`src/rtl/float_addsub_seq.sv`:
```
// Sequential floating-point adder/subtractor: IDLE -> ALIGN -> ADD -> NORM -> PACK -> DONE.
// Rounding mode: define FADD_ROUND_NEAREST_EN for round-to-nearest-even, otherwise truncation.
module float_addsub_seq #(
  parameter int EXP_W  = 5,
  parameter int MANT_W = 10
) (
  input  logic                  clk,
  input  logic                  reset,
  input  logic                  in_valid,
  output logic                  in_ready,
  input  logic [EXP_W+MANT_W:0] a,
  input  logic [EXP_W+MANT_W:0] b,
  input  logic                  sub,
  output logic                  out_valid,
  input  logic                  out_ready,
  output logic [EXP_W+MANT_W:0] result,
  output logic                  overflow,
  output logic                  underflow
);
  localparam int W   = 1 + EXP_W + MANT_W;
  localparam int D   = MANT_W + 4;
  localparam int LZW = $clog2(D + 1);
  localparam int EW  = EXP_W + LZW + 2;
  localparam logic signed [EW-1:0] EXP_SAT  = EW'((1 << EXP_W) - 1);
  localparam logic signed [EW-1:0] EXP_ONE  = EW'(1);
  localparam logic signed [EW-1:0] EXP_ZERO = EW'(0);

  typedef enum logic [2:0] {
    IDLE  = 3'd0,
    ALIGN = 3'd1,
    ADD   = 3'd2,
    NORM  = 3'd3,
    PACK  = 3'd4,
    DONE  = 3'd5
  } state_t;

  state_t               r_state;
  state_t               w_state_nxt;
  logic [W-1:0]         r_a;
  logic [W-1:0]         r_b;
  logic                 r_sub;
  logic                 r_sign;
  logic                 r_eff_sub;
  logic signed [EW-1:0] r_exp;
  logic [D-1:0]         r_big;
  logic [D-1:0]         r_sml;
  logic [D:0]           r_sum;
  logic [D-1:0]         r_sig;
  logic [W-1:0]         r_result;
  logic                 r_overflow;
  logic                 r_underflow;
  logic                 r_in_ready;
  logic                 r_out_valid;

  logic                 w_a_ge;
  logic [W-2:0]         w_big_op;
  logic [W-2:0]         w_sml_op;
  logic                 w_big_sign;
  logic                 w_eff_sub;
  logic [EXP_W-1:0]     w_big_exp;
  logic [EXP_W-1:0]     w_sml_exp;
  logic [EXP_W-1:0]     w_shamt;
  logic [D-1:0]         w_big_sig;
  logic [D-1:0]         w_sml_sig;
  logic [D-1:0]         w_sml_mask;
  logic                 w_lost;
  logic [D-1:0]         w_sml_aln;
  logic [LZW-1:0]       w_lzc;
  logic                 w_zero;
  logic                 w_inc;
  logic [MANT_W:0]      w_man_rnd;
  logic                 w_carry;
  logic signed [EW-1:0] w_rnd_exp;
  logic [W-1:0]         w_pack_result;
  logic                 w_pack_of;
  logic                 w_pack_uf;

  // Leading-zero count of the unsigned sum; the highest set bit wins.
  function automatic logic [LZW-1:0] lzc_f(input logic [D-1:0] v);
    lzc_f = LZW'(D);
    for (int i = 0; i < D; i++) begin
      lzc_f = v[i] ? LZW'(D - 1 - i) : lzc_f;
    end
  endfunction

  // Next-state decode.
  always_comb begin
    w_state_nxt = r_state;
    case (r_state)
      IDLE:    w_state_nxt = in_valid ? ALIGN : IDLE;
      ALIGN:   w_state_nxt = ADD;
      ADD:     w_state_nxt = NORM;
      NORM:    w_state_nxt = PACK;
      PACK:    w_state_nxt = DONE;
      DONE:    w_state_nxt = out_ready ? IDLE : DONE;
      default: w_state_nxt = IDLE;
    endcase
  end

  // State register and registered handshake outputs.
  always_ff @(posedge clk) begin
    if (reset) begin
      r_state     <= IDLE;
      r_in_ready  <= 1'b1;
      r_out_valid <= 1'b0;
    end else begin
      r_state     <= w_state_nxt;
      r_in_ready  <= (w_state_nxt == IDLE);
      r_out_valid <= (w_state_nxt == DONE);
    end
  end

  // Operand ordering and alignment; a zero exponent field means an exact zero.
  always_comb begin
    w_a_ge = (r_a[W-2:0] >= r_b[W-2:0]);
    if (w_a_ge) begin
      w_big_op   = r_a[W-2:0];
      w_sml_op   = r_b[W-2:0];
      w_big_sign = r_a[W-1];
    end else begin
      w_big_op   = r_b[W-2:0];
      w_sml_op   = r_a[W-2:0];
      w_big_sign = r_b[W-1] ^ r_sub;
    end
    w_eff_sub  = (r_a[W-1] ^ r_b[W-1] ^ r_sub) &
                 ~((r_a[W-2:MANT_W] == {EXP_W{1'b0}}) && (r_b[W-2:MANT_W] == {EXP_W{1'b0}}));
    w_big_exp  = w_big_op[W-2:MANT_W];
    w_sml_exp  = w_sml_op[W-2:MANT_W];
    w_big_sig  = (w_big_exp == {EXP_W{1'b0}}) ? {D{1'b0}} : {1'b1, w_big_op[MANT_W-1:0], 3'b000};
    w_sml_sig  = (w_sml_exp == {EXP_W{1'b0}}) ? {D{1'b0}} : {1'b1, w_sml_op[MANT_W-1:0], 3'b000};
    w_shamt    = w_big_exp - w_sml_exp;
    w_sml_mask = ~({D{1'b1}} << w_shamt);
    w_lost     = |(w_sml_sig & w_sml_mask);
    w_sml_aln  = (w_sml_sig >> w_shamt) | {{(D-1){1'b0}}, w_lost};
  end

  assign w_lzc = lzc_f(r_sum[D-1:0]);

  // Rounding and final packing with saturation / flush-to-zero.
  always_comb begin
`ifdef FADD_ROUND_NEAREST_EN
    w_inc = r_sig[2] & (r_sig[1] | r_sig[0] | r_sig[3]);
`else
    w_inc = 1'b0;
`endif
    w_zero        = (r_sig == {D{1'b0}});
    w_man_rnd     = {1'b0, r_sig[D-2:3]} + {{MANT_W{1'b0}}, w_inc};
    w_carry       = w_man_rnd[MANT_W];
    w_rnd_exp     = r_exp + {{(EW-1){1'b0}}, w_carry};
    w_pack_result = {W{1'b0}};
    w_pack_of     = 1'b0;
    w_pack_uf     = 1'b0;
    if (w_zero) begin
      w_pack_result = {W{1'b0}};
    end else if (r_exp <= EXP_ZERO) begin
      w_pack_result = {r_sign, {(W-1){1'b0}}};
      w_pack_uf     = 1'b1;
    end else if (w_rnd_exp >= EXP_SAT) begin
      w_pack_result = {r_sign, {EXP_W{1'b1}}, {MANT_W{1'b0}}};
      w_pack_of     = 1'b1;
    end else begin
      w_pack_result = {r_sign, w_rnd_exp[EXP_W-1:0], w_man_rnd[MANT_W-1:0]};
    end
  end

  // Datapath: each stage register is written only in its own state.
  always_ff @(posedge clk) begin
    if (reset) begin
      r_a         <= {W{1'b0}};
      r_b         <= {W{1'b0}};
      r_sub       <= 1'b0;
      r_sign      <= 1'b0;
      r_eff_sub   <= 1'b0;
      r_exp       <= EXP_ZERO;
      r_big       <= {D{1'b0}};
      r_sml       <= {D{1'b0}};
      r_sum       <= {(D+1){1'b0}};
      r_sig       <= {D{1'b0}};
      r_result    <= {W{1'b0}};
      r_overflow  <= 1'b0;
      r_underflow <= 1'b0;
    end else begin
      case (r_state)
        IDLE: begin
          if (in_valid) begin
            r_a   <= a;
            r_b   <= b;
            r_sub <= sub;
          end else begin
            r_a   <= r_a;
          end
        end
        ALIGN: begin
          r_sign    <= w_big_sign;
          r_eff_sub <= w_eff_sub;
          r_exp     <= {{(EW-EXP_W){1'b0}}, w_big_exp};
          r_big     <= w_big_sig;
          r_sml     <= w_sml_aln;
        end
        ADD: begin
          r_sum <= r_eff_sub ? ({1'b0, r_big} - {1'b0, r_sml}) : ({1'b0, r_big} + {1'b0, r_sml});
        end
        NORM: begin
          // A carry-out keeps the dropped bit in sticky; otherwise left-justify the hidden bit.
          if (r_sum[D]) begin
            r_sig <= {r_sum[D:2], r_sum[1] | r_sum[0]};
            r_exp <= r_exp + EXP_ONE;
          end else begin
            r_sig <= r_sum[D-1:0] << w_lzc;
            r_exp <= r_exp - {{(EW-LZW){1'b0}}, w_lzc};
          end
        end
        PACK: begin
          r_result    <= w_pack_result;
          r_overflow  <= w_pack_of;
          r_underflow <= w_pack_uf;
        end
        default: begin
          r_result <= r_result;
        end
      endcase
    end
  end

  assign in_ready  = r_in_ready;
  assign out_valid = r_out_valid;
  assign result    = r_result;
  assign overflow  = r_overflow;
  assign underflow = r_underflow;

endmodule

```
`config.mk`:
```
export PLATFORM = sky130hd
export DESIGN_NAME = float_addsub_seq
export DESIGN_NICKNAME = d
export VERILOG_FILES = /design/src/rtl/float_addsub_seq.sv
export SDC_FILE = /design/constraint.sdc
export NUM_CORES = 1
export LEC_CHECK = 0
export ABC_CLOCK_PERIOD_IN_PS = 3100
export CORE_UTILIZATION = 30
export CTS_CLUSTER_SIZE = 10
export DETAILED_ROUTE_END_ITERATION = 16
export PLACE_DENSITY = 0.53
export SYNTH_ARGS = -nofsm -noshare
export SYNTH_HDL_FRONTEND = slang
export SYNTH_SLANG_ARGS = --single-unit
```
`constraint.sdc`:
```
create_clock -name clk -period 3.1 [get_ports clk]
set_input_delay 0.93 -clock clk [delete_from_list [all_inputs] [get_ports clk]]
set_output_delay 0.93 -clock clk [all_outputs]
set_load 0.02 [all_outputs]
```
Word level (Yosys, flattened, before mapping)
Cells that the tools add are included.
{"block": "classes", "eq_ne": 6, "muxes": 34, "multipliers": 0, "reduce_logical": 11, "shift": 3, "n_div": 0, "addsub": 5, "bitwise": 9, "order_cmp": 3}
{"op": "$mux W15", "n": 5}
{"op": "$mux W14", "n": 3}
{"op": "$mux W4", "n": 8}
{"op": "$pmux W11 S2", "n": 1}
{"op": "$logic_not A5 Y1", "n": 4}
{"op": "$pmux W3 S6", "n": 1}
{"op": "$mux W16", "n": 1}
{"op": "$add A14 B14 Y15", "n": 1}
{"op": "$ge A15 B15 Y1", "n": 1}
{"op": "$mux W3", "n": 5}
{"op": "$sub A14 B14 Y15", "n": 1}
{"op": "$and A14 B14 Y14", "n": 1}
{"op": "$logic_not A14 Y1", "n": 1}
{"op": "$not A14 Y14", "n": 1}
{"op": "$or A14 B1 Y14", "n": 1}
{"op": "$reduce_or A14 Y1", "n": 1}
{"op": "$shl A14 B4 Y14", "n": 1}
{"op": "$shl A14 B5 Y14 const A", "n": 1}
{"op": "$shr A14 B5 Y14", "n": 1}
{"op": "$add A11 B2 Y11 const B", "n": 1}
{"op": "$ge A11 B6 Y1 const B", "n": 1}
{"op": "$le A11 B1 Y1 const B", "n": 1}
{"op": "$mux W11", "n": 1}
{"op": "$sub A11 B4 Y11", "n": 1}
{"op": "14 further kinds", "n": 27}
{"block": "word_totals", "latch_bits": 0, "ramBits": 0, "input_bits": 37, "n_memories": 0, "reg_bits": 126, "out_inout_bits": 20, "mem_bits_ro": 0, "elab_cells": 87}

Depth between registers and ports, before layout
Gate-level depths: netlist of the first run.
{"block": "logic_depth", "ltp_word": 17, "depth_mapped": 19, "depth_no_buf": 16}

Least setup slack after synthesis of the first run
No wires, ideal clock.
{"block": "synth_path", "path_type": "register to register", "startpoint": "register r_b[12]", "endpoint": "register r_sml[0]", "arrival_time_ps": 3245, "setup_time_ps": 131, "setup_slack_ps": -276, "required_time_ps": 2969, "path_stages_with_launch": 17, "path_buffers": 2, "path_cell_list": "dfxtp_1 > inv_1 > ha_1 > nand2_2 > nor4_1 > inv_1 > o21a_1 > buf_6 > nor3_1 > nor2_1 > ha_1 > inv_1 > buf_1 > nor2_1 > o31a_1 > o41ai_1 > o22ai_1"}
{"block": "synth_between", "elab_chain_len": 8, "word_cells_on_any_way": 12}
{"element": "start: declaration", "line_no": "40", "rtl": "logic [W-1:0] r_b;"}
{"element": "start signal: assignment", "line_no": "170", "rtl": "r_b <= {W{1'b0}};"}
{"element": "$ge A15 B15 Y1", "line_no": "115", "rtl": "w_a_ge = (r_a[W-2:0] >= r_b[W-2:0]);"}
{"element": "$mux W15", "line_no": "116", "rtl": "if (w_a_ge) begin"}
{"element": "$sub A5 B5 Y5", "line_no": "131", "rtl": "w_shamt = w_big_exp - w_sml_exp;"}
{"element": "$shl A14 B5 Y14", "line_no": "132", "rtl": "w_sml_mask = ~({D{1'b1}} << w_shamt);"}
{"element": "$not A14 Y14", "line_no": "132"}
{"element": "$and A14 B14 Y14", "line_no": "133", "rtl": "w_lost = |(w_sml_sig & w_sml_mask);"}
{"element": "$reduce_or A14 Y1", "line_no": "133"}
{"element": "$or A14 B1 Y14 *", "line_no": "134", "rtl": "w_sml_aln = (w_sml_sig >> w_shamt) | {{(D-1){1'b0}}, w_lost};"}
{"element": "end signal: assignment", "line_no": "176", "rtl": "r_sml <= {D{1'b0}};"}
{"element": "end signal: assignment", "line_no": "198", "rtl": "r_sml <= w_sml_aln;"}
{"element": "end: declaration", "line_no": "46", "rtl": "logic [D-1:0] r_sml;"}
Every way passes the cells marked *; elsewhere a longest branch is shown, timed or not.
A chain may end at the register's enable or synchronous reset.

Final worst setup path of the first run
{"block": "layout_path", "startpoint": "register r_b[12]", "endpoint": "register r_sml[9]"}
{"block": "layout_between", "elab_chain_len": 6, "word_cells_on_any_way": 8}
{"element": "parallel branches: the longest is 4 deep, another holds $ge A15 B15 Y1"}
{"element": "$shr A14 B5 Y14 *", "line_no": "134"}
{"element": "$or A14 B1 Y14 *", "line_no": "134"}
Mark *: on every way between the ends.

==> metrics.log, run 1 <==
INFO  metric result_of_the_run = finished, violations left
INFO  metric failed_checks = setup timing
INFO  metric drive_above_1_share = about a quarter
INFO  metric hold_buf_count_cts = 0
INFO  metric synth_simple_gate_area_share = about a quarter
INFO  metric main_combinational_cell_family_by_area_after_synthesis = simple AND/OR/NAND/NOR gates
INFO  metric worstHoldPathCells = 2
INFO  metric routed_len_inst = 14.9 um
INFO  metric worst_hold_startpoint = result[10]$_SDFFE_PP0P_
INFO  metric synth-compound-area-share = 23.3%
INFO  metric netlist_instances = between 1000 and 1500
INFO  metric finalSetupViolations = 1
INFO  metric worst_skew_late_latency = around 0.43 ns
INFO  metric fin_crit = just over 3 ns
INFO  metric cpLargestDelayFamily = simple AND/OR/NAND/NOR gates
INFO  metric power.density = a little under 800 mW/mm^2
INFO  metric worst-endpoint-arrival = 3.47 ns
INFO  metric synth_seq_cells = ~120
INFO  metric global_route.overflow_total = 0
INFO  metric global_route_met1_utilization = around 22%
INFO  metric maxSlewViolCount = 0
INFO  metric design_area = 0.0107 mm^2
INFO  metric viasPerCell = between 5 and 6
INFO  metric drtAntennaViolNets = 0
INFO  metric maxSlewHeadroom = a little over half
INFO  metric syn_nets = between 1000 and 1500
INFO  metric post_synth_mux_area_share = approximately 7.4%
INFO  metric worstSetupPathType = reg -> reg
INFO  metric firstDrtPassIters = 4
INFO  metric grtUsageTotal = ~18%
INFO  metric netSwitchingFraction = about two fifths
INFO  metric drc_violations = 0
INFO  metric critical_path.cell_chain = inv_2 > ha_4 > nand2_4 > nor4_4 > inv_1 > o21a_4 > and3_4 > nor2_4 > ha_4 > inv_2 > o221a_4 > xnor2_4 > and3_1 > o21ai_1 > or4_1 > a21oi_1
INFO  metric grt_most_used_layer = met2
INFO  metric postSynthAreaPerCell = 7.47 um^2
INFO  metric synthToLayoutAreaGrowth = 35.5%
INFO  metric yosysMostFrequentCell = nand2_1
INFO  metric hp-class = reg -> reg
INFO  metric register_area_share_after_synthesis = between 30% and 40%
INFO  metric yosys_most_used_dff = dfxtp_1
INFO  metric power.sequential.fraction = a little over a fifth
INFO  metric synth_warnings = 0
INFO  metric critical_path.reg2reg.endpoint = r_sml[9]$_SDFFE_PP0P_
INFO  metric max-cap-violations = 0
INFO  metric synthTopCellsByArea = dfxtp_1, a21oi_1, nand2_1
INFO  metric fraction_of_synthesis_flops_using_an_asynchronous_set_or_reset_pin = 0%
INFO  metric clockBufferDepth = 2
INFO  metric grt_first_pass_wirelength = approximately 39000 um
INFO  metric peakVddDrop = around 0.00033 V
INFO  metric regToRegStartpoint = r_b[12]$_SDFFE_PP0P_
INFO  metric clock_tree.root_cell = clkbuf_16
INFO  metric finalHoldViolCount = 0
INFO  metric layout.filler_cells = 2725
INFO  metric yosys.area_share.xor_xnor = approximately 3.3%
INFO  metric place_hpwl = 17400 um
INFO  metric worstMarginPinSlew = 0.692 ns
INFO  metric cts_inserted_buffers = 17
INFO  metric timing.critical_path.required = 3.45 ns
INFO  metric grt_antenna_before_repair = 0
INFO  metric synth_top_cell_area_share = 31.1%
INFO  metric synth_enable_flop_cells = 0
INFO  metric clkSlewWorstSetupHoldPaths = roughly 0.060 ns
INFO  metric boundaryPins = between 50 and 60
INFO  metric cp-end-kind = flip-flop
INFO  metric setup.worst_path.start_class = flip-flop
INFO  metric fp.dieW = 165 um
INFO  metric htree_levels = 4
INFO  metric netlist_area = ~0.008 mm^2
INFO  metric timing.clock.skew = 0.00970 ns
INFO  metric tritoncts_num_sinks = 123
INFO  metric tritoncts_clock_tree = done
INFO  metric totalWireLength = roughly 23000 um
INFO  metric rsz0062_at_grt = yes
INFO  metric synth-adder-area-share = 5.62%
INFO  metric worst_slack_setup_final = -0.0162 ns
INFO  metric fp.dieArea = around 0.027 mm^2
INFO  metric finish.net_count = 1279
INFO  metric p_int = 0.00511 W
INFO  metric ff2ff_path_depth = 16
INFO  metric max_freq = around 0.32 GHz
INFO  metric synth_top_area_cell = dfxtp_1
INFO  metric die_y = ~160 um
INFO  metric ys_top_cells_by_count = nand2_1, a21oi_1, nor2_1
INFO  metric via_count = about 7900
INFO  metric detail_route.iter0.violations = a little under 400
INFO  metric place_area = about 0.0097 mm^2
INFO  metric ys_types = roughly 70
INFO  metric use_met2 = a little under a third
INFO  metric grt_start_max_net_pins = 52
INFO  metric total_switching_power = about 0.0032 W
INFO  metric port_buffers = 56
INFO  metric power.clock.fraction = 24.8%
INFO  metric n_antenna_cell = 0
INFO  metric critical_path.slowest_cell = or4_1
INFO  metric start_util = just over 30%
INFO  metric hold_path_end = result[10]$_SDFFE_PP0P_
INFO  metric cp_slowest_stage_delay = 0.44 ns
INFO  metric first_global_vias = slightly below 8000
INFO  metric leakagePower = just over 4 nW
INFO  metric worst-path-max-fanout = 7
INFO  metric use_met3 = 3.14%
INFO  metric cp_num_buf_inv = 3
INFO  metric floorplan.rows = 59
INFO  metric worst-r2r-setup-slack = -0.02 ns
INFO  metric combPwrFrac = 53.4%
INFO  metric finalWeightedCongestion = between 0.8 and 0.9
INFO  metric design.core.area = 0.0260 mm^2
INFO  metric final.period_utilization = 101%
INFO  metric place_worst_setup_slack = -0.133 ns
==> power groups by stage <==
stage | sequential (W) | clock (W) | combinational [W]
global route | 0.00183 | 0.00217 | 0.00491
CTS | 0.00181 | 0.00211 | 0.00411
detailed placement | 0.00185 | 0 | 0.00402
global placement | 0.00184 | 0 | 0.00401
floorplan | 0.00181 | 0 | 0.00280
finish | 0.00182 | 0.00206 | 0.00444
==> layout make-up <==
class / count / area (um^2) / area share [%]
Tap cell: 335 / 419 / 3.90
Clock buffer: 18 / 439 / 4.09
Clock inverter: 14 / 171 / 1.60
Sequential cell: 123 / 2480 / 23.1
Timing Repair Buffer: 199 / 1680 / 15.6
Inverter: 35 / 136 / 1.27
Multi-Input combinational cell: 831 / 5430 / 50.5
==> worst reg2reg max path, cell delays in order (launching register included) <==
cell,delay (ns)
dfxtp_2,0.33
inv_2,0.05
ha_4,0.28
nand2_4,0.06
nor4_4,0.27
inv_1,0.10
o21a_4,0.27
and3_4,0.17
nor2_4,0.10
ha_4,0.15
inv_2,0.03
o221a_4,0.12
xnor2_4,0.27
and3_1,0.19
o21ai_1,0.08
or4_1,0.44
a21oi_1,0.13
==> state kept, by name (all words and copies together) (netlist names), 3 cells and up <==
signal and flops:
r_sum 15, r_a 16, r_big 11, r_state 3, r_exp 11, r_b 16, result 16, r_sml 14
r_sig 14
==> logic make-up after synthesis <==
group	after synthesis
DFF	123
muxes	43
and+or+nand+nor	424
xor gates and xnor gates	28
buffers and inverters	108
adders and majority gates	35
AOI/OAI and AO/OA	301
==> worst max-delay path by stage <==
stage / startpoint / end / slack, ns / depth (start not counted)
2_1_floorplan: r_sum[1]$_SDFFE_PP0P_ / r_exp[10]$_SDFFE_PP0P_ / -0.05 / 18
3_3_place_gp: r_b[14]$_SDFFE_PP0P_ / r_sml[0]$_SDFFE_PP0P_ / -0.08 / 16
3_5_place_dp: r_b[14]$_SDFFE_PP0P_ / r_sml[0]$_SDFFE_PP0P_ / -0.13 / 14
4_1_cts: r_b[13]$_SDFFE_PP0P_ / r_sml[9]$_SDFFE_PP0P_ / -0.02 / 16
5_1_grt: r_b[9]$_SDFFE_PP0P_ / r_sml[9]$_SDFFE_PP0P_ / -0.19 / 16
6_report: r_b[12]$_SDFFE_PP0P_ / r_sml[9]$_SDFFE_PP0P_ / -0.02 / 16
==> layout by cell type (no fill, tap or decap), types with 11 or more instances in the layout <==
cell type and instances:
o21ai_1 11, clkbuf_16 17, nor3_1 34, dfxtp_1 114, mux2i_1 23, nand2b_1 18, xnor2_1 20, buf_4 137
ha_1 24, inv_1 27, clkdlybuf4s50_1 55, nor2_1 121, a21oi_1 141, mux4_2 12, a22oi_1 17, nand2_1 166
nand3_1 11, o21ai_0 26
==> stage by stage <==
| stage | hold slack (ns) | setup TNS [ns] | utilization [%] | total power [W] | instances |
|---|---|---|---|---|---|
| floorplan | 0.432 | -0.0624 | - | 0.00461 | 1062 |
| global placement | 0.440 | -0.163 | 37.2 | 0.00585 | 1513 |
| detailed placement | 0.445 | -0.488 | 37.2 | 0.00587 | 1513 |
| CTS | 0.452 | -0.0285 | 39.9 | 0.00803 | 1548 |
| global route | 0.469 | -0.903 | 41.4 | 0.00891 | 1555 |
| finish | 0.448 | -0.0162 | 41.4 | 0.00831 | 1555 |
==> per-layer routing <==
| metal | wire [um] | vias up |
|---|---|---|
| li1 | - | 4065 |
| met1 | 10800 | 3691 |
| met2 | 11100 | 158 |
| met3 | 797 | 33 |
| met4 | 428 | 0 |
| met5 | 0 | - |
==> what timing repair did <==
item	in CTS	in global routing
pin swaps	5	28
buffers inserted	3	8
gates resized for setup	10	89
endpoints found under the setup margin	10	21
Note: power is estimated with default switching activity, not from simulation.
==> run 2: changes to the inputs <==
- ABC_CLOCK_PERIOD_IN_PS: 3100 -> 3500
- PLACE_DENSITY: 0.53 -> 0.51
- clock period: 3.1 -> 3.5 ns (I/O delays scaled with it)
==> metrics.log, run 2 (synthesis gave the netlist of run 1 again) <==
INFO  metric finalHoldViolCount = 0 (unchanged)
INFO  metric max_freq = 0.305 GHz (was 0.321 GHz)
INFO  metric cp_num_buf_inv = 5 (was 3)
INFO  metric detail_route.iter0.violations = 459 (was 397)
INFO  metric setup.worst_path.start_class = flip-flop (unchanged)
INFO  metric layout.filler_cells = 2753 (was 2725)
INFO  metric place_area = 0.00913 mm^2 (was 0.00968 mm^2)
INFO  metric worstSetupPathType = reg -> reg (unchanged)
INFO  metric finalWeightedCongestion = 0.881 (was 0.892)
INFO  metric drc_violations = 0 (unchanged)
INFO  metric multiInputGateArea = 0.00512 mm^2 (was 0.00543 mm^2)
INFO  metric drive_above_1_share = 13.9% (was 23.4%)
INFO  metric power.density = 687 mW/mm^2 (was 774 mW/mm^2)
INFO  metric fin_crit = 3.28 ns (was 3.12 ns)
INFO  metric final.period_utilization = 93.7% (was 101%)
INFO  metric power.clock.fraction = 26.4% (was 24.8%)
INFO  metric die_y = 165 um (unchanged)
INFO  metric cp-end-kind = flip-flop (unchanged)
INFO  metric global_route.overflow_total = 0 (unchanged)
INFO  metric tritoncts_num_sinks = 123 (unchanged)
INFO  metric design.core.area = 0.0260 mm^2 (unchanged)
INFO  metric totalNegativeSetupSlack = 0 ns (was -0.0162 ns)
INFO  metric critical_path.slowest_cell = mux2_2 (was or4_1)
INFO  metric maxSlewViolCount = 0 (unchanged)
INFO  metric grt_first_pass_wirelength = 38400 um (was 38600 um)
INFO  metric max-cap-violations = 0 (unchanged)
INFO  metric fp.dieW = 165 um (unchanged)
INFO  metric critical_path.cell_chain = inv_1 > ha_1 > buf_4 > a21oi_1 > o21ai_0 > a21oi_1 > o21a_2 > buf_12 > buf_16 > mux2_2 > a2111oi_2 > buf_4 > nor3_1 > o21ai_1 > mux2i_1 > a22o_1 (was inv_2 > ha_4 > nand2_4 > nor4_4 > inv_1 > o21a_4 > and3_4 > nor2_4 > ha_4 > inv_2 > o221a_4 > xnor2_4 > and3_1 > o21ai_1 > or4_1 > a21oi_1)
INFO  metric hold_buf_count_cts = 0 (unchanged)
INFO  metric first_global_vias = 7355 (was 7767)
INFO  metric netSwitchingFraction = 39.4% (was 38.5%)
INFO  metric clockBufferDepth = 2 (unchanged)
INFO  metric htree_levels = 4 (unchanged)
INFO  metric clkSlewWorstSetupHoldPaths = 0.06 ns (about the same)
INFO  metric tritoncts_clock_tree = done (unchanged)
INFO  metric total_switching_power = 0.00270 W (was 0.00320 W)
INFO  metric worst-endpoint-arrival = 3.59 ns (was 3.47 ns)
INFO  metric most-common-layout-cells = nand2_1, a21oi_1, nor2_1, dfxtp_1, buf_4 (was nand2_1, a21oi_1, buf_4, nor2_1, dfxtp_1)
INFO  metric drtAntennaViolNets = 0 (unchanged)
INFO  metric boundaryPins = 57 (unchanged)
INFO  metric worst-path-max-fanout = 18 (was 7)
INFO  metric hp-class = reg -> reg (unchanged)
INFO  metric worstMarginPinSlew = 0.728 ns (was 0.692 ns)
INFO  metric result_of_the_run = finished clean (was finished, violations left)
INFO  metric floorplan.rows = 59 (unchanged)
INFO  metric p_int = 0.00415 W (was 0.00511 W)
INFO  metric cp_slowest_stage_delay = 0.37 ns (was 0.44 ns)
INFO  metric port_buffers = 56 (unchanged)
INFO  metric routed_len_inst = 15.6 um (was 14.9 um)
INFO  metric combPwrFrac = 49.8% (was 53.4%)
INFO  metric design_area = 0.00996 mm^2 (was 0.0107 mm^2)
INFO  metric post-layout-total-power = 0.00684 W (was 0.00831 W)
INFO  metric via_count = 7723 (was 7947)
INFO  metric sequential_cell_area = 0.00246 mm^2 (was 0.00248 mm^2)
INFO  metric cpLargestDelayFamily = compound AO/OA/AOI/OAI gates (was simple AND/OR/NAND/NOR gates)
INFO  metric start_util = 30.5% (unchanged)
INFO  metric n_antenna_cell = 0 (unchanged)
INFO  metric holdWs = 0.449 ns (was 0.448 ns)
INFO  metric fp.dieArea = 0.0271 mm^2 (unchanged)
INFO  metric timing.clock.skew = 0.0111 ns (was 0.00970 ns)
INFO  metric cts_inserted_buffers = 17 (unchanged)
INFO  metric worst_skew_late_latency = 0.42 ns (was 0.43 ns)
INFO  metric peakVddDrop = 0.000318 V (was 0.000327 V)
INFO  metric grtUsageTotal = 17.9% (was 17.8%)
INFO  metric totalWireLength = 23200 um (was 23100 um)
INFO  metric synthToLayoutAreaGrowth = 25.6% (was 35.5%)
INFO  metric firstDrtPassIters = 5 (was 4)
INFO  metric leakagePower = 3.74 nW (was 4.08 nW)
INFO  metric viasPerCell = 5.18 (was 5.11)
INFO  metric finish.net_count = 1216 (was 1279)
INFO  metric layout.cells.most_common = nand2_1 (unchanged)
INFO  metric grt_antenna_before_repair = 0 (unchanged)
INFO  metric timing.critical_path.required = 3.81 ns (was 3.45 ns)
INFO  metric grt_start_max_net_pins = 57 (was 52)
INFO  metric maxSlewHeadroom = 51.3% (was 53.7%)
INFO  metric finalSetupViolations = 0 (was 1)
INFO  metric power.sequential.fraction = 23.8% (was 21.9%)
INFO  metric clock_tree.root_cell = clkbuf_16 (unchanged)
INFO  metric place_hpwl = 17200 um (was 17400 um)
INFO  metric finalCoreUtilization = 38.3% (was 41.4%)
run 2: cell types whose count changed in the layout (fill, tap and decap cells not counted), sizes merged:
cell,previous run,this run
clkbuf,18,19
buf,144,80
clkinv,7,8
clkinvlp,3,2
run 2: final timing paths:
| check | slack, ns | to | cells past startpoint | start |
|---|---|---|---|---|
| max | 0.22 | r_sml[1]$_SDFFE_PP0P_ | 16 | r_b[12]$_SDFFE_PP0P_ |
| min reg2reg | 0.45 | result[12]$_SDFFE_PP0P_ | 2 | result[12]$_SDFFE_PP0P_ |
| max reg2reg | 0.22 | r_sml[1]$_SDFFE_PP0P_ | 16 | r_b[12]$_SDFFE_PP0P_ |
| min | 0.45 | result[12]$_SDFFE_PP0P_ | 2 | result[12]$_SDFFE_PP0P_ |
run 2: through the flow:
| stage | setup WS (ns) | cells |
|---|---|---|
| floorplan | 0.124 | 1062 |
| global placement | 0.0281 | 1449 |
| detailed placement | 0.00178 | 1449 |
| CTS | 0.0630 | 1481 |
| global route | -0.00782 | 1492 |
| finish | 0.222 | 1492 |
run 2: layout make-up:
cell class | instances | share of cell area, %
clock buffer | 18 | 4.31
clock inverter | 14 | 1.73
inverter | 35 | 1.32
multi-input combinational | 831 | 51.4
sequential | 123 | 24.7
tap | 335 | 4.21
timing repair buffer | 136 | 12.3
run 2: timing repair:
action,4_1_cts,5_1_grt
endpoints found under the setup margin,3,13
buffers inserted,0,10
pin swaps,0,5
resized for setup,3,21
cloned,0,1
run 2: power groups by stage:
stage / Sequential [W] / Combinational (W) / Clock (W)
after global placement: 0.00166 / 0.00314 / 0
final: 0.00163 / 0.00341 / 0.00180
after global routing: 0.00165 / 0.00379 / 0.00190
after detailed placement: 0.00166 / 0.00315 / 0
after CTS: 0.00163 / 0.00319 / 0.00184
after floorplan: 0.00160 / 0.00238 / 0
run 2: worst register-to-register path: stages (launching register included):
cell and delay (ns):
dfxtp_1 0.32, inv_1 0.06, ha_1 0.30, buf_4 0.18, a21oi_1 0.12, o21ai_0 0.11
a21oi_1 0.17, o21a_2 0.22, buf_12 0.13, buf_16 0.16, mux2_2 0.37, a2111oi_2 0.36
buf_4 0.17, nor3_1 0.04, o21ai_1 0.16, mux2i_1 0.11, a22o_1 0.18
run 2: layer usage:
layer / up-vias / part of all wire (%) / GRT usage, %
met5: - / 0 / 0
met4: 0 / 1.5 / 5.55
met3: 25 / 3.2 / 2.99
met2: 146 / 49 / 30.9
met1: 3626 / 46 / 22.5
li1: 3926 / - / -
==> run 3: changes to the inputs <==
- CORE_MARGIN: not set -> 2
- DONT_BUFFER_PORTS: not set -> 1
- GPL_ROUTABILITY_DRIVEN: not set -> 0
- PLACE_DENSITY: 0.51 -> 0.49
==> metrics.log, run 3 (synthesis gave the netlist of run 1 again) <==
INFO  metric result_of_the_run = finished clean (unchanged)
INFO  metric drive_above_1_share = 15.5% (was 13.9%)
INFO  metric instances_no_fill = 1439 (was 1492)
INFO  metric tritoncts_clock_tree = done (unchanged)
INFO  metric place_hpwl = 16700 um (was 17200 um)
INFO  metric critical_path.cell_chain = inv_1 > ha_1 > buf_6 > a21oi_1 > o21ai_0 > a21oi_1 > o21a_2 > and3_4 > nor2_1 > ha_2 > inv_1 > o221a_4 > xnor2_4 > buf_4 > o31a_1 > o31a_1 > o41ai_2 > o22ai_1 (was inv_1 > ha_1 > buf_4 > a21oi_1 > o21ai_0 > a21oi_1 > o21a_2 > buf_12 > buf_16 > mux2_2 > a2111oi_2 > buf_4 > nor3_1 > o21ai_1 > mux2i_1 > a22o_1)
INFO  metric most-common-layout-cells = nand2_1, a21oi_1, nor2_1, dfxtp_1, buf_4 (unchanged)
INFO  metric final.period_utilization = 93.8% (was 93.7%)
INFO  metric layout.cells.most_common = nand2_1 (unchanged)
INFO  metric port_buffers = 0 (was 56)
INFO  metric routed_len_inst = 16.0 um (was 15.6 um)
INFO  metric maxSlewViolCount = 0 (unchanged)
INFO  metric clkSlewWorstSetupHoldPaths = 0.06 ns (about the same)
INFO  metric worst_skew_late_latency = 0.43 ns (was 0.42 ns)
INFO  metric fin_crit = 3.28 ns (about the same)
INFO  metric n_antenna_cell = 0 (unchanged)
INFO  metric setup.worst_path.start_class = flip-flop (unchanged)
INFO  metric grt_start_max_net_pins = 121 (was 57)
INFO  metric totalWireLength = 23100 um (was 23200 um)
INFO  metric power.clock.fraction = 27.6% (was 26.4%)
INFO  metric total_switching_power = 0.00264 W (was 0.00270 W)
INFO  metric finalSetupViolations = 0 (unchanged)
INFO  metric cts_inserted_buffers = 17 (unchanged)
INFO  metric critical_path.slowest_cell = dfxtp_1 (was mux2_2)
INFO  metric floorplan.rows = 59 (unchanged)
INFO  metric finalCoreUtilization = 36.4% (was 38.3%)
INFO  metric peakVddDrop = 0.000382 V (was 0.000318 V)
INFO  metric grt_antenna_before_repair = 0 (unchanged)
INFO  metric synthToLayoutAreaGrowth = 19.4% (was 25.6%)
INFO  metric worstSetupPathType = reg -> reg (unchanged)
INFO  metric worst-path-max-fanout = 6 (was 18)
INFO  metric clock_tree.root_cell = clkbuf_16 (unchanged)
INFO  metric via_count = 7551 (was 7723)
INFO  metric maxSlewHeadroom = 41.1% (was 51.3%)
INFO  metric leakagePower = 3.56 nW (was 3.74 nW)
INFO  metric cp-end-kind = flip-flop (unchanged)
INFO  metric grt_first_pass_wirelength = 37900 um (was 38400 um)
INFO  metric fp.dieArea = 0.0277 mm^2 (was 0.0271 mm^2)
INFO  metric hp-class = reg -> reg (unchanged)
INFO  metric finalHoldViolCount = 0 (unchanged)
INFO  metric firstDrtPassIters = 5 (unchanged)
INFO  metric fp.dieW = 167 um (was 165 um)
INFO  metric htree_levels = 4 (unchanged)
INFO  metric worst-endpoint-arrival = 3.58 ns (was 3.59 ns)
INFO  metric netSwitchingFraction = 38.6% (was 39.4%)
INFO  metric grtUsageTotal = 16.5% (was 17.9%)
INFO  metric placedCellCount = 1397 (was 1449)
INFO  metric design.core.area = 0.0260 mm^2 (unchanged)
INFO  metric boundaryPins = 57 (unchanged)
INFO  metric max-cap-violations = 0 (unchanged)
INFO  metric p_int = 0.00421 W (was 0.00415 W)
INFO  metric drc_violations = 0 (unchanged)
INFO  metric global_route.overflow_total = 0 (unchanged)
INFO  metric worstMarginPinSlew = 0.883 ns (was 0.728 ns)
INFO  metric power.sequential.fraction = 23.7% (was 23.8%)
INFO  metric die_y = 167 um (was 165 um)
INFO  metric power.density = 724 mW/mm^2 (was 687 mW/mm^2)
INFO  metric clockBufferDepth = 2 (unchanged)
INFO  metric first_global_vias = 7150 (was 7355)
INFO  metric start_util = 30.5% (unchanged)
INFO  metric detail_route.iter0.violations = 400 (was 459)
INFO  metric cp_num_buf_inv = 4 (was 5)
INFO  metric tritoncts_num_sinks = 123 (unchanged)
INFO  metric max_freq = 0.305 GHz (about the same)
INFO  metric combPwrFrac = 48.8% (was 49.8%)
INFO  metric drtAntennaViolNets = 0 (unchanged)
INFO  metric timing.clock.skew = 0.0137 ns (was 0.0111 ns)
INFO  metric viasPerCell = 5.25 (was 5.18)
INFO  metric cp_slowest_stage_delay = 0.33 ns (was 0.37 ns)
INFO  metric timing.critical_path.required = 3.79 ns (was 3.81 ns)
INFO  metric cpLargestDelayFamily = compound AO/OA/AOI/OAI gates (unchanged)
INFO  metric finish.net_count = 1164 (was 1216)
INFO  metric rsz0062_at_grt = yes
-- run 3: cell types whose count changed in the layout (fill, tap and decap cells not counted), moves of 2 or more --
| cell | delta |
|---|---|
| buf_4 | +2 |
| buf_6 | +2 |
| clkbuf_8 | +2 |
| clkdlybuf4s50_1 | -55 |
| clkinv_4 | -4 |
| nor4_2 | +2 |
-- run 3: worst paths after layout --
path	from	end	slack, ns	cells past startpoint
worst max-delay path	r_b[12]$_SDFFE_PP0P_	r_sml[0]$_SDFFE_PP0P_	0.22	18
worst min-delay path	r_b[13]$_SDFFE_PP0P_	r_b[13]$_SDFFE_PP0P_	0.45	2
worst max register to register	r_b[12]$_SDFFE_PP0P_	r_sml[0]$_SDFFE_PP0P_	0.22	18
worst min register to register	r_b[13]$_SDFFE_PP0P_	r_b[13]$_SDFFE_PP0P_	0.45	2
-- run 3: repair_timing --
item | 4_1_cts | 5_1_grt
setup endpoints to repair | 1 | 15
buffers inserted | 0 | 9
gates cloned | 0 | 2
gates resized for setup | 1 | 30
pin swaps | 0 | 3
hold buffers | 0 | 0
-- run 3: worst min-delay path, stage by stage, from the launching register on --
cell and delay (ns):
dfxtp_1 0.31, nand2_1 0.05, a21oi_1 0.05
-- run 3: area by class of cell --
cell class              instances  area, um^2
clock buffers                  19         453
clock inverters                12         171
fillers                      2818       16500
inverters                      35         131
multi-input cells             832        5160
flip-flops and latches        123        2460
well taps                     335         419
repair buffers                 83         664
-- run 3: stage by stage --
step	total power (W)	area (um^2)	hold slack, ns	TNS [ns]	setup WS, ns
final	0.00685	9470	0.449	0	0.216
after global routing	0.00734	9470	0.474	-0.0382	-0.0382
after CTS	0.00668	9210	0.450	0	0.00233
after detailed placement	0.00476	8590	0.442	0	0.0187
after global placement	0.00476	8590	0.444	0	0.0522
after floorplan	0.00398	7930	0.432	0	0.124
-- run 3: per-layer routing --
metal  vias to the layer above  global-route usage, %  share of wire, %
li1                       3839                      -                 -
met1                      3536                   22.1                47
met2                       154                   27.1                47
met3                        22                   3.07               3.9
met4                         0                   4.99               1.5
met5                         -                      0                 0
-- run 3: power groups by stage --
| stage | registers [W] | logic (W) | clock network [W] |
|---|---|---|---|
| detailed placement | 0.00165 | 0.00312 | 0 |
| global placement | 0.00165 | 0.00311 | 0 |
| finish | 0.00162 | 0.00334 | 0.00189 |
| CTS | 0.00162 | 0.00314 | 0.00193 |
| floorplan | 0.00160 | 0.00238 | 0 |
| global route | 0.00164 | 0.00371 | 0.00199 |
